### config.mk
export PLATFORM = sky130hd
export DESIGN_NAME = conv1d_relu
export DESIGN_NICKNAME = d
export VERILOG_FILES = /design/src/rtl/conv1d_relu.sv
export SDC_FILE = /design/constraint.sdc
export NUM_CORES = 1
export LEC_CHECK = 0
export ABC_AREA = 1
export CAP_MARGIN = 5
export CELL_PAD_IN_SITES_DETAIL_PLACEMENT = 1
export CELL_PAD_IN_SITES_GLOBAL_PLACEMENT = 1
export CORE_ASPECT_RATIO = 1.75
export CORE_MARGIN = 3
export CORE_UTILIZATION = 49
export CTS_BUF_LIST = sky130_fd_sc_hd__clkbuf_4
export DETAILED_ROUTE_END_ITERATION = 7
export PLACE_DENSITY_LB_ADDON = 0.1
export RECOVER_POWER = 25
export SLEW_MARGIN = 5
export SYNTH_ARGS = -nofsm -noshare
export SYNTH_HDL_FRONTEND = slang
export SYNTH_SLANG_ARGS = --single-unit
### constraint.sdc
create_clock -name clk -period 10.6 [get_ports clk]
set_input_delay 1.06 -clock clk [delete_from_list [all_inputs] [get_ports clk]]
set_output_delay 1.06 -clock clk [all_outputs]
set_load 0.005 [all_outputs]
### src/rtl/conv1d_relu.sv
// Sequential K-tap 1-D convolution with bias, ReLU and output saturation.
// One MAC per clock; emits a single-cycle out_enable pulse per completed result.
module conv1d_relu #(
    parameter int BIT_WIDTH  = 12,
    parameter int K          = 5,
    parameter int COEF_WIDTH = 8,
    parameter int ACC_WIDTH  = 24,
    parameter int SHIFT      = 6
) (
    input  logic                         clk,
    input  logic                         rst_n,
    input  logic                         clear,
    input  logic                         in_enable,
    input  logic signed [BIT_WIDTH-1:0]  data_in,
    input  logic                         coef_we,
    input  logic [3:0]                   coef_addr,
    input  logic signed [COEF_WIDTH-1:0] coef_data,
    output logic                         out_enable,
    output logic [BIT_WIDTH-1:0]         data_out,
    output logic                         busy,
    output logic                         overflow
);

    localparam int FILL_W = $clog2(K + 1);
    localparam logic signed [ACC_WIDTH-1:0] Y_MAX = ACC_WIDTH'((1 << (BIT_WIDTH - 1)) - 1);

    typedef enum logic [1:0] {
        S_IDLE,
        S_MAC,
        S_OUT
    } state_t;

    state_t                        state, state_nxt;
    logic [3:0]                    tap;
    logic [FILL_W-1:0]             fill;
    logic signed [ACC_WIDTH-1:0]   acc, acc_nxt, prod;
    logic signed [BIT_WIDTH-1:0]   win [K];
    logic signed [COEF_WIDTH-1:0]  coef [K];
    logic signed [COEF_WIDTH-1:0]  bias;
    logic signed [COEF_WIDTH-1:0]  sel_coef;
    logic signed [BIT_WIDTH-1:0]   sel_win;
    logic                          accept, drop, coef_wr, last_tap, win_full;

    // Bias add, floor requantisation, ReLU and clamp to the positive output range.
    function automatic logic [BIT_WIDTH-1:0] relu_sat(
        input logic signed [ACC_WIDTH-1:0]  sum,
        input logic signed [COEF_WIDTH-1:0] b
    );
        logic signed [ACC_WIDTH-1:0] y;
        y = sum + (ACC_WIDTH'(b) <<< SHIFT);
        y = y >>> SHIFT;
        if (y[ACC_WIDTH-1])
            return '0;
        else if (y > Y_MAX)
            return Y_MAX[BIT_WIDTH-1:0];
        else
            return y[BIT_WIDTH-1:0];
    endfunction

    assign accept   = in_enable && !clear && (state == S_IDLE);
    assign drop     = in_enable && !clear && (state != S_IDLE);
    assign coef_wr  = coef_we && (state == S_IDLE);
    assign last_tap = (tap == 4'(K - 1));
    assign win_full = (fill >= FILL_W'(K - 1));

    assign busy       = (state != S_IDLE);
    assign out_enable = (state == S_OUT);

    always_comb begin
        sel_coef = '0;
        sel_win  = '0;
        for (int i = 0; i < K; i++) begin
            if (tap == 4'(i)) begin
                sel_coef = coef[i];
                sel_win  = win[i];
            end
        end
        prod    = ACC_WIDTH'(sel_coef) * ACC_WIDTH'(sel_win);
        acc_nxt = acc + prod;
    end

    always_comb begin
        state_nxt = state;
        case (state)
            S_IDLE:  if (accept && win_full) state_nxt = S_MAC;
            S_MAC:   if (last_tap) state_nxt = S_OUT;
            S_OUT:   state_nxt = S_IDLE;
            default: state_nxt = S_IDLE;
        endcase
        if (clear) state_nxt = S_IDLE;
    end

    // Control: state, tap counter, fill level, accumulator, sticky overflow
    always_ff @(posedge clk or negedge rst_n) begin
        if (!rst_n) begin
            state    <= S_IDLE;
            tap      <= '0;
            fill     <= '0;
            acc      <= '0;
            overflow <= 1'b0;
        end else begin
            state <= state_nxt;
            if (clear) begin
                tap      <= '0;
                fill     <= '0;
                acc      <= '0;
                overflow <= 1'b0;
            end else begin
                tap <= (state == S_MAC) ? tap + 4'd1 : 4'd0;
                if (state == S_IDLE)
                    acc <= '0;
                else if (state == S_MAC)
                    acc <= acc_nxt;
                if (accept && fill != FILL_W'(K))
                    fill <= fill + FILL_W'(1);
                if (drop)
                    overflow <= 1'b1;
            end
        end
    end

    // Data: sample window, coefficient bank, result register
    always_ff @(posedge clk or negedge rst_n) begin
        if (!rst_n) begin
            for (int i = 0; i < K; i++) begin
                win[i]  <= '0;
                coef[i] <= '0;
            end
            bias     <= '0;
            data_out <= '0;
        end else begin
            if (clear) begin
                for (int i = 0; i < K; i++) win[i] <= '0;
            end else if (accept) begin
                win[0] <= data_in;
                for (int i = 1; i < K; i++) win[i] <= win[i-1];
            end
            if (coef_wr) begin
                for (int i = 0; i < K; i++) begin
                    if (coef_addr == 4'(i)) coef[i] <= coef_data;
                end
                if (coef_addr == 4'(K)) bias <= coef_data;
            end
            // The result is formed on the final MAC edge so it is valid during OUT.
            if (!clear && state == S_MAC && last_tap)
                data_out <= relu_sat(acc_nxt, bias);
        end
    end

endmodule

**Yosys cells after proc, flatten, opt, wreduce, memory -nomap -nowiden**

Cells that the tools add are included.

- Flip-flop bits (word level): 154
- Bits of input ports: 29
- Output and inout port bits: 15
- Word-level logic and storage cells: 89

- Add/subtract/negate cells: 4
- $mul: 1
- Magnitude comparators: 2
- Eq/ne operators: 14
- Muxes and demuxes: 27
- Reduce and logical (&&, ||, !) cells: 24

Operators with widths:

| kind | count |
|---|---|
| two-way mux 60 bit | 2 |
| two-way mux 12 bit | 7 |
| two-way mux 24 bit | 3 |
| two-way mux 8 bit | 5 |
| adder 24 x 14 -> 24 bit | 1 |
| adder 24 x 20 -> 24 bit | 1 |
| multiplier 8 x 12 -> 20 bit | 1 |
| greater-than comparator 18 x 12 -> 1 bit, second input constant | 1 |
| == test 4 x 2 -> 1 bit, second input constant | 4 |
| AND reduction 2 bit | 7 |
| == test 4 x 3 -> 1 bit, second input constant | 3 |
| == test 4 x 1 -> 1 bit, second input constant | 2 |
| logical AND 1 bit | 8 |
| logical NOT 4 bit | 2 |
| two-way mux 4 bit | 2 |
| nonzero test 2 bit | 4 |
| two-way mux 2 bit | 3 |
| two-way mux 3 bit | 2 |
| inequality test 3 bit, second input constant | 2 |
| adder 4 x 1 -> 4 bit, second input constant | 1 |
| one-hot mux 2 bit (2 select lines) | 1 |
| adder 3 x 1 -> 3 bit, second input constant | 1 |
| >= comparator 3 bit, second input constant | 1 |
| inequality test 3 x 2 -> 1 bit, second input constant | 1 |
| other kinds (6) | 7 |

**Logic depth before layout (Yosys ltp)**

- Depth in word-level cells: 12
- Depth in mapped cells: 48

**Least setup slack after synthesis**

No wires, ideal clock.

- Path kind: register to register
- Start: register tap[0]
- End: register data_out[10]
- Arrival time: 7437 ps
- Path slack: 3046 ps
- Cell stages (with the launch flop): 42
- Path buffers: 0
- Period minus slack after synthesis: 7554 ps
- Cell sequence: dfrtp_1 > inv_1 > ha_1 > nand2_1 > inv_2 > nand3_1 > o21ai_0 > nand2_1 > o21ai_1 > nand2_1 > a22oi_4 > inv_1 > nor2_1 > inv_1 > fa_1 > inv_1 > fa_1 > fa_1 > [6 not listed] > o21ai_1 > nand3_1 > nand2_1 > nand2_1 > and2_1 > ha_1 > a21oi_1 > o21ai_0 > a21oi_1 > nand2_1 > nand2_1 > nand3_1 > nor2_1 > nand4_2 > nand2_2 > nand2_1 > nand2_1 > nand2_1

- Word-level cells in the longest chain between the ends: 12
- Elaborated cells between the ends (all ways): 22

RTL lines:

| item | RTL line | text |
|---|---|---|
| start, declared | 34 | `logic [3:0] tap;` |
| start signal, assigned | 109 | `tap <= (state == S_MAC) ? tap + 4'd1 : 4'd0;` |
| logical NOT 4 bit | 73 | `if (tap == 4'(i)) begin` |
| two-way mux 8 bit / two-way mux 12 bit (equally long branches) (5 in a row) | 73 |  |
| multiplier 8 x 12 -> 20 bit | 78 | `prod = ACC_WIDTH'(sel_coef) * ACC_WIDTH'(sel_win);` |
| adder 24 x 20 -> 24 bit | 79 | `acc_nxt = acc + prod;` |
| adder 24 x 14 -> 24 bit | 50 | `y = sum + (ACC_WIDTH'(b) <<< SHIFT);` |
| greater-than comparator 18 x 12 -> 1 bit | 54 | `else if (y > Y_MAX)` |
| two-way mux 12 bit | 54 |  |
| two-way mux 12 bit | 52 | `if (y[ACC_WIDTH-1])` |
| end signal, assigned | 146 | `data_out <= relu_sat(acc_nxt, bias);` |
| end, declared | 19 | `output logic [BIT_WIDTH-1:0] data_out,` |

Several ways; a longest one is shown, not always the timed one.
A chain may end at the register's enable or synchronous reset.

**Final worst setup path**

- Start: register tap[1]
- End: register data_out[8]

Same word-level chain as after synthesis.

==> summary.txt <==
STA
  – Fin crit period: 9.11 ns
  – Worst-margin pin slew: 4.57 ns
  – Slew HR: -2.05
  – Final hold violations: 0
  – Fmax: 110 MHz
  – TNS Setup: 0 ns
  – Final WS setup: 1.49 ns
  – RSZ-0062 raised after global routing: false
  – Worst clock skew: 0.0218 ns
  – Period utilization: 0.860
  – Setup violations, final: 0
  – Pins Over Slew Limit: 84
  – Worst hold margin: 0.503 ns

Synthesis
  – Register area share after synthesis: 0.309
  – Synthesis warning total: 0
  – Netlist Area Pre-Place: 12500 um^2
  – Syn_nets: 1731
  – Post-Synthesis Cells: 1507
  – Seq cells post-synth: 154
  – Syn avg cell area: 8.28 um^2
  – Post-synthesis cell type count: 39

Floorplanning
  – Core footprint: 24800 um^2
  – Cell row count: 76
  – I/O Pins: 44
  – Die height: 217 um
  – Die footprint: 27500 um^2
  – Initial Util: 0.503
  – Die width: 127 um

Worst setup path
  – Worst R2R Path Depth: 40
  – Worst setup SP type: register
  – Stages on the worst setup path: 40
  – Worst path most repeated cell: nand2_1
  – Family with the most delay on the worst path: adder cells
  – CP required: 11.14 ns
  – Crit path max-delay cell type: fa_1
  – Max incr delay on CP: 0.55 ns
  – Crit end category: register
  – Kind of critical path: register to register
  – Critical path arrival: 9.65 ns
  – Max FO, Critical Path: 24
  – Buffers & Inverters on Critical Path: 5

Clock tree
  – Postcts setup bufs: 0
  – Clk Tree Root Cell: clkbuf_4
  – Htree depth: 4
  – CTS Sinks: 154
  – Hold buffer count at CTS: 0
  – Worst skew pair latency: 0.63 ns
  – Longest Clk Path Bufs: 2
  – CTS Buf Count: 17
  – Clk pin slew, worst setup/hold paths: 0.14 ns
  – CTS tree: built
  – Post-CTS resize count: 0

Power
  – Logic pwr share: 0.620
  – Leakage power: 7.04 nW
  – Internal: 1.37 mW
  – Clock power share: 0.136
  – Sw frac: 0.501
  – Psw: 1.38 mW
  – Max VDD drop: 0.000197 V
  – Register share of total power: 0.244
  – Pwr/cell area: 204 nW/um^2

Placed design
  – Global placement routability congestion: 0.932
  – I/O Buffers: 43
  – Area post-placement: 13200 um^2
  – Worst slack, placed: 1.51 ns
  – HPWL Detailed: 28700 um

Final layout
  – Commonest non-fill, non-tap cells in the layout: 302 x nand2_1, 273 x inv_1, 154 x dfrtp_1, 152 x o21ai_0, 117 x fa_1
  – Area growth, synth to finish: 8.16%
  – Commonest non-fill, non-tap cell in the layout: nand2_1
  – Number of fill cells: 3017
  – Share of cells above drive strength 1: 0.0548
  – Nets: 1764
  – Final instance area: 13500 um^2

Hold path
  – Worst hold-check path type: register to register
  – Worst hold path stage count: 2

Global routing
  – Global-route wire length before repair: 58500 um
  – Met2 usage: 0.523
  – GR Util met3: 0.0344
  – Total GRT Usage: 0.270
  – Top Usage Layer GRT: met2
  – Met1 Use GR: 0.278
  – Total grt overflow: 0
  – Largest net degree at the start of global routing: 84
  – Number of global-route vias before repair: 11547
  – Initial antenna violation count: 1

Drt
  – WL final: 35200 um
  – First-pass iteration count of the detailed router: 4
  – Routed WL per cell: 18.9 um
  – Final ANT Viol Nets: 0
  – DRC viols: 0
  – Drt via density: 5.49
  – Total vias in the final route: 10250
  – DRT iter0 DRCs: 468

Job
  – Max cap viols: 1

Status
  – Status: finished with violations
  – Failing checks: max-capacitance violations, max-slew violations
[power by group through the flow]
stage | Clock (mW) | Sequential, mW | Combinational, mW
floorplan | 0 | 0.670 | 1.20
global placement | 0 | 0.681 | 1.69
detailed placement | 0 | 0.683 | 1.72
finish | 0.375 | 0.671 | 1.71
CTS | 0.385 | 0.672 | 1.74
global route | 0.407 | 0.678 | 1.93
[cells by family after synthesis]
kind of cell | Yosys count | synth area share
compound gates | 289 | 0.134
xor+xnor | 27 | 0.0190
fa+ha+maj | 195 | 0.266
buf+inv | 325 | 0.100
flops | 154 | 0.309
simple gates | 517 | 0.172
[Yosys cell counts, drive strengths merged]
cell type / count / share of area
nand2: 305 / 0.092
inv: 279 / 0.084
o21ai: 159 / 0.064
dfrtp: 154 / 0.31
fa: 117 / 0.19
nor2: 110 / 0.034
nand3: 79 / 0.033
ha: 78 / 0.078
o22ai: 61 / 0.037
a21oi: 47 / 0.019
clkbuf: 33 / 0.0099
xnor2: 14 / 0.0098
xor2: 13 / 0.0091
buf: 12 / 0.0058
a31oi: 8 / 0.0040
nor3: 8 / 0.0041
nand4: 5 / 0.0030
a22o: 4 / 0.0028
o21bai: 4 / 0.0024
or2: 4 / 0.0020
nand3b: 3 / 0.0018
a31o: 2 / 0.0014
and2: 2 / 0.0010
o31ai: 2 / 0.0012
a22oi: 1 / 0.0017
clkinv: 1 / 0.00030
nor4: 1 / 0.00050
o221ai: 1 / 0.00070
[through the flow]
| step | power, mW | instances | util |
|---|---|---|---|
| floorplan | 1.87 | 1507 | - |
| global placement | 2.37 | 1833 | 0.533 |
| CTS | 2.79 | 1864 | 0.544 |
| finish | 2.75 | 1866 | 0.544 |
| global route | 3.02 | 1865 | 0.544 |
| detailed placement | 2.41 | 1833 | 0.533 |
[tightest hold or removal path, cell delays in order, from the launching register on]
cell and delay (ns):
dfrtp_1 0.37, nand2_1 0.05, o21ai_0 0.06
[registers in the layout, indices dropped and copies added (netlist names)]
signal,cells
win,60
coef,40
acc,24
data_out,12
bias,8
tap,4
fill,3
state,2
overflow,1
[layer usage]
layer / part of all wire / vias to the layer above
met1: 0.36 / 5129
met3: 0.021 / 106
met4: 0.053 / 0
met5: 0 / -
met2: 0.57 / 169
li1: - / 4846
[cell type report]
| type | instances | area, um^2 | share of cell area |
|---|---|---|---|
| Multi-Input combinational cell | 1028 | 7380 | 0.547 |
| Sequential cell | 154 | 3850 | 0.286 |
| Inverter | 280 | 1050 | 0.0779 |
| Timing Repair Buffer | 59 | 544 | 0.0403 |
| Tap cell | 312 | 390 | 0.0289 |
| Clock buffer | 20 | 150 | 0.0111 |
| Clock inverter | 11 | 123 | 0.00909 |
| Antenna cell | 2 | 5.00 | 0.000371 |
[final timing paths]
path                       startpoint          end  slack (ns)
setup reg to reg               tap[1]  data_out[8]        1.49
hold reg to reg              coef[22]     coef[22]        0.50
hold / removal               coef[22]     coef[22]        0.50
setup / recovery               tap[1]  data_out[8]        1.49
min in group asynchronous       rst_n      fill[0]        2.04
max in group asynchronous       rst_n       acc[9]        5.83
(Power assumes the default switching activity.)
